===== src/rtl/fifo_wr_arbiter_if.sv =====
// Bundle between two write requesters, the arbiter and the FIFO write port.
// slave = arbiter side, master = requesters + FIFO side.
interface fifo_wr_arbiter_if #(
  parameter int DATA_W = 8
);
  logic [1:0]             req_valid;
  logic [1:0][DATA_W-1:0] req_data;
  logic [1:0]             req_ready;
  logic                   lleno;
  logic                   casi_lleno;
  logic                   wr_en;
  logic [DATA_W-1:0]      data_in;
  logic [1:0]             grant;
  logic [7:0]             drop_cnt;

  modport master (
    output req_valid, req_data, lleno, casi_lleno,
    input  req_ready, wr_en, data_in, grant, drop_cnt
  );

  modport slave (
    input  req_valid, req_data, lleno, casi_lleno,
    output req_ready, wr_en, data_in, grant, drop_cnt
  );
endinterface


===== src/rtl/fifo_wr_arbiter.sv =====
// Two-requester round-robin arbiter feeding one FIFO write port, with a
// per-owner burst limit, full/almost-full back-pressure and a stall counter.
module fifo_wr_arbiter #(
  parameter int DATA_W = 8,
  parameter int BURST  = 4
) (
  input  logic             clk,
  input  logic             rst,
  fifo_wr_arbiter_if.slave bus
);

  typedef enum logic [1:0] {
    IDLE = 2'd0,
    OWN0 = 2'd1,
    OWN1 = 2'd2
  } state_t;

  localparam logic [3:0] BC_LAST = 4'(BURST - 1);

  state_t            state_q, state_d;
  logic              rr_q, rr_d;
  logic [3:0]        bc_q, bc_d;
  logic              wr_en_q, wr_en_d;
  logic [DATA_W-1:0] data_in_q, data_in_d;
  logic [7:0]        drop_cnt_q, drop_cnt_d;

  logic own_idx;
  logic other_idx;
  logic owner_valid;
  logic accept;
  logic stall;
  logic owner_exit;

  always_comb begin
    own_idx     = (state_q == OWN1);
    other_idx   = ~own_idx;
    owner_valid = (state_q != IDLE) && bus.req_valid[own_idx];
    // With one slot left, the write already in flight would take it.
    accept      = owner_valid && !bus.lleno && !(bus.casi_lleno && wr_en_q);
    stall       = owner_valid && !accept;
    owner_exit  = (state_q != IDLE) &&
                  ((accept && (bc_q == BC_LAST)) || !owner_valid);
  end

  always_comb begin
    state_d = state_q;
    rr_d    = rr_q;
    bc_d    = bc_q;
    case (state_q)
      IDLE: begin
        bc_d = 4'd0;
        case (bus.req_valid)
          2'b01:   state_d = OWN0;
          2'b10:   state_d = OWN1;
          2'b11:   state_d = rr_q ? OWN1 : OWN0;
          default: state_d = IDLE;
        endcase
      end
      OWN0, OWN1: begin
        if (accept) begin
          bc_d = bc_q + 4'd1;
        end
        if (owner_exit) begin
          rr_d = other_idx;
          bc_d = 4'd0;
          if (bus.req_valid[other_idx]) begin
            state_d = other_idx ? OWN1 : OWN0;
          end else begin
            state_d = IDLE;
          end
        end
      end
      default: state_d = IDLE;
    endcase
  end

  always_comb begin
    wr_en_d    = accept;
    data_in_d  = accept ? bus.req_data[own_idx] : data_in_q;
    drop_cnt_d = drop_cnt_q;
    if (stall && (drop_cnt_q != 8'hFF)) begin
      drop_cnt_d = drop_cnt_q + 8'd1;
    end
  end

  always_ff @(posedge clk or negedge rst) begin
    if (!rst) begin
      state_q    <= IDLE;
      rr_q       <= 1'b0;
      bc_q       <= 4'd0;
      wr_en_q    <= 1'b0;
      data_in_q  <= '0;
      drop_cnt_q <= 8'd0;
    end else begin
      state_q    <= state_d;
      rr_q       <= rr_d;
      bc_q       <= bc_d;
      wr_en_q    <= wr_en_d;
      data_in_q  <= data_in_d;
      drop_cnt_q <= drop_cnt_d;
    end
  end

  assign bus.req_ready = {accept && own_idx, accept && !own_idx};
  assign bus.grant     = {state_q == OWN1, state_q == OWN0};
  assign bus.wr_en     = wr_en_q;
  assign bus.data_in   = data_in_q;
  assign bus.drop_cnt  = drop_cnt_q;

endmodule


===== src/flat_wrapper.sv =====
// flat-port wrapper written by rule: the top's interface ports become plain ports
module fifo_wr_arbiter_flat 
#(
  parameter int DATA_W = 8,
  parameter int BURST  = 4
)
  (clk, rst, bus_req_valid, bus_req_data, bus_lleno, bus_casi_lleno, bus_req_ready, bus_wr_en, bus_data_in, bus_grant, bus_drop_cnt);
  fifo_wr_arbiter_if #(.DATA_W(DATA_W)) bus_i ();
  input  logic clk;
  input  logic rst;
  input wire logic [$bits(bus_i.req_valid)-1:0] bus_req_valid;
  input wire logic [$bits(bus_i.req_data)-1:0] bus_req_data;
  input wire logic [$bits(bus_i.lleno)-1:0] bus_lleno;
  input wire logic [$bits(bus_i.casi_lleno)-1:0] bus_casi_lleno;
  output wire logic [$bits(bus_i.req_ready)-1:0] bus_req_ready;
  output wire logic [$bits(bus_i.wr_en)-1:0] bus_wr_en;
  output wire logic [$bits(bus_i.data_in)-1:0] bus_data_in;
  output wire logic [$bits(bus_i.grant)-1:0] bus_grant;
  output wire logic [$bits(bus_i.drop_cnt)-1:0] bus_drop_cnt;
  assign bus_i.req_valid = bus_req_valid;
  assign bus_i.req_data = bus_req_data;
  assign bus_i.lleno = bus_lleno;
  assign bus_i.casi_lleno = bus_casi_lleno;
  assign bus_req_ready = bus_i.req_ready;
  assign bus_wr_en = bus_i.wr_en;
  assign bus_data_in = bus_i.data_in;
  assign bus_grant = bus_i.grant;
  assign bus_drop_cnt = bus_i.drop_cnt;
  fifo_wr_arbiter #(.DATA_W(DATA_W), .BURST(BURST)) u_core (.clk(clk), .rst(rst), .bus(bus_i));
endmodule

===== config.mk =====
export PLATFORM = sky130hd
export DESIGN_NAME = fifo_wr_arbiter_flat
export DESIGN_NICKNAME = d
export VERILOG_FILES = /design/src/rtl/fifo_wr_arbiter_if.sv /design/src/rtl/fifo_wr_arbiter.sv /design/src/flat_wrapper.sv
export SDC_FILE = /design/constraint.sdc
export NUM_CORES = 1
export LEC_CHECK = 0
export ABC_AREA = 1
export CORE_ASPECT_RATIO = 0.5
export CORE_UTILIZATION = 45
export DETAILED_ROUTE_END_ITERATION = 10
export MAX_ROUTING_LAYER = met4
export PLACE_DENSITY = 0.75
export SLEW_MARGIN = 0
export SYNTH_ARGS = -nofsm -noshare
export SYNTH_HDL_FRONTEND = slang
export SYNTH_SLANG_ARGS = --single-unit

===== constraint.sdc =====
create_clock -name clk -period 2.1 [get_ports clk]
set_input_delay 0.315 -clock clk [delete_from_list [all_inputs] [get_ports clk]]
set_output_delay 0.315 -clock clk [all_outputs]
set_load 0.1 [all_outputs]

==> flow_summary_export.csv <==
group,metric,value,unit
detailed_routing,drtIter0Drc,41,
yosys,synth_ff_type,"dfrtp_1",
detailed_routing,post_drt_wl_per_cell,12.1,um
critical_path,slowest_stage,"dfrtp_1",
detailed_routing,drc_errors,0,
power_and_ir_drop,ir_worst_vdd,1.18,mV
min_path,hold_path_class,"input port to async pin",
clocking,clockRootBuffer,"clkbuf_8",
place,dp_hpwl,2.31,mm
critical_path,cp_data_arrival_time,1.69,ns
timing,setup_violations,0,
critical_path,crit_chain,"inv_2 > ha_2 > inv_1 > nand2_2 > nor2_4 > nand2_4 > nor2_4 > buf_12",
detailed_routing,routed_wl,3.10,mm
timing,post-route-min-period,2.01,ns
critical_path,crit_type,"register to output port",
critical_path,cp_top_family,"simple AND/OR/NAND/NOR gates",
layout,drive_gt1_share,21.8,%
detailed_routing,antenna_left,0,
timing,fin_crit_sh,95.6,%
status,status,"complete, no violations",
critical_path,crit_buf_inv,3,
yosys,syn-num-nets,197,
yosys,synth_top_area_share,45.1,%
yosys,synth_commonest_cells,"65 x nand2_1, 24 x dfrtp_1, 17 x inv_1, 14 x nand3_1, 7 x nor2_1",
timing,clock.fmax,498,MHz
yosys,syn_area,1330,um2
place,gp_congestion,0.824,
critical_path,critPathRequiredTime,1.78,ns
place,pre_cts_ws,0.0798,ns
yosys,synth_largest_area_cell,"dfrtp_1",
yosys,ys_seq_area_share,45.1,%
critical_path,crit_fanout,4,
power_and_ir_drop,p_per_area,1650,nW/um2
critical_path,ff2ff_setup_slack,0.35,ns
detailed_routing,vias,1227,
yosys,yosysWarnings,0,
critical_path,cp-end-kind,"output port",
floorplan,die_x,79.0,um
timing,rsz0062_at_grt,"no",
clocking,cts-htree-levels,1,
layout,area_growth,43.1,%
grt,grt_start_max_net_pins,25,
timing,relSlewSlack,67.7,%
grt,grt_overflow,0,
floorplan,io_pins,43,
critical_path,slowest_delay,0.40,ns
timing,worst_pin_slew,0.484,ns
clocking,cts_tree,"yes",
timing,finalMaxSlewViolations,0,
place,numPortBuffers,42,
timing,layout_setup_ws,0.0934,ns
yosys,yosys-top-cells-area,"dfrtp_1 45%, nand2_1 18%, ha_1 5.6%",
clocking,clkTransAtPathRegs,0.09,ns
yosys,synth.most_common_cell,"nand2_1",
clocking,clock_latency,0.27,ns
yosys,avgSynthCellArea,7.88,um2
layout,antenna_cells,0,
critical_path,critPathLaunchType,"register",
floorplan,dieArea,3200,um2
yosys,ys_types,23,
grt,grt_pass1_wl,5.15,mm
clocking,cts_buffer_depth,2,
yosys,ys_ff_latch,24,
grt,grt_util_all_layers,23.0,%
layout,finalNetCount,249,
timing,fin_skew,0.00331,ns
clocking,cts_buffers,3,
floorplan,coreArea,2700,um2
yosys,ys_async_sr_fraction,100,%
timing,hold_viol,0,
floorplan,die_h,40.5,um
yosys,synth_edf_count,0,
detailed_routing,vias_per_cell,4.77,
critical_path,crit_path_frequent_cell,"nor2_4",
flow_run,cap_violations,0,
floorplan,initial_core_util,49.4,%
grt,antenna_found_initial,0,
clocking,clock-sinks,24,
power_and_ir_drop,leakage,0.000950,uW
yosys,netlist_instances,169,
floorplan,rows,13,
timing,setup_tns,0,ns
detailed_routing,dr.pass1.iters,4,
grt,grt_pass1_vias,1129,
timing,hold_slack,0.412,ns
-- power breakdown --
group | switching [uW] | total (uW) | leakage, uW | internal, uW
Combinational | 1540 | 2090 | 0.000613 | 544
Sequential | 126 | 748 | 0.000309 | 622
Clock | 151 | 318 | 0.0000288 | 167
Total | 1820 | 3150 | 0.000950 | 1330
-- final cells by class --
| type | instances | area [um2] |
|---|---|---|
| well taps | 37 | 46.3 |
| multi-input cells | 125 | 663 |
| fillers | 235 | 793 |
| repair buffers | 49 | 470 |
| clock buffers | 4 | 55.1 |
| flip-flops and latches | 24 | 604 |
| inverters | 18 | 67.6 |
-- final timing paths --
path                                  startpoint  depth (start not counted)                    end
max reg2reg                    u_core.state_q[1]                         12         u_core.bc_q[2]
min                                          rst                          2  u_core.bus.data_in[2]
max in group asynchronous                    rst                          2       u_core.bus.wr_en
min in group clk           u_core.bus.data_in[7]                          2  u_core.bus.data_in[7]
max                            u_core.state_q[1]                          8       bus_req_ready[0]
min reg2reg                u_core.bus.data_in[7]                          2  u_core.bus.data_in[7]
-- state kept, by name (all words and copies together) (netlist names) --
| name | count |
|---|---|
| u_core.state_q | 2 |
| u_core.bus.wr_en | 1 |
| u_core.bc_q | 4 |
| u_core.bus.drop_cnt | 8 |
| u_core.bus.data_in | 8 |
| u_core.rr_q | 1 |
-- per-stage QoR --
step                      util [%]  std cells  total power [uW]  instance area (um2)
after detailed placement      67.4        251              2790                 1820
after global routing          70.6        257              3320                 1910
after CTS                     69.9        256              3130                 1890
after floorplan                  -        169              2300                 1340
final                         70.6        257              3150                 1910
after global placement        67.4        251              2770                 1820
-- layer usage --
layer	part of all wire, %	GRT usage [%]	vias up
met1	49	27.7	571
met2	48	41.7	22
met3	2.8	4.32	2
li1	-	-	632
met4	0.71	5.45	0
met5	0	-	-
-- placed cells by master, fill, tap and decap left out, drive strengths merged --
| master | instances |
|---|---|
| a21oi | 4 |
| nand3b | 1 |
| ha | 6 |
| nor3 | 4 |
| a211oi | 1 |
| inv | 18 |
| buf | 28 |
| dfrtp | 24 |
| clkbuf | 4 |
| nand4 | 1 |
| nand3 | 14 |
| o21ai | 8 |
| nor2 | 12 |
| xor2 | 4 |
| nand2 | 67 |
| xnor2 | 3 |
| clkdlybuf4s50 | 21 |
-- repair_timing --
action / CTS / global route
setup buffers: 1 / 1
pin swaps: 0 / 2
gates cloned: 0 / 0
gates resized for setup: 1 / 5
setup endpoints to repair: 2 / 2
hold buffers: 0 / 0
-- logic make-up (layout without fill, tap and decap cells) --
logic type,after synthesis,count (layout),share of synthesized area [%]
buffers and inverters,20,71,6.48
XOR/XNOR,7,7,4.60
AND/OR/NAND/NOR,99,99,33.1
AO/OA/AOI/OAI,13,13,5.07
flip-flops,24,24,45.1
adder cells (fa/ha/maj),6,6,5.63
No activity file was read; power rests on OpenSTA's default activity.
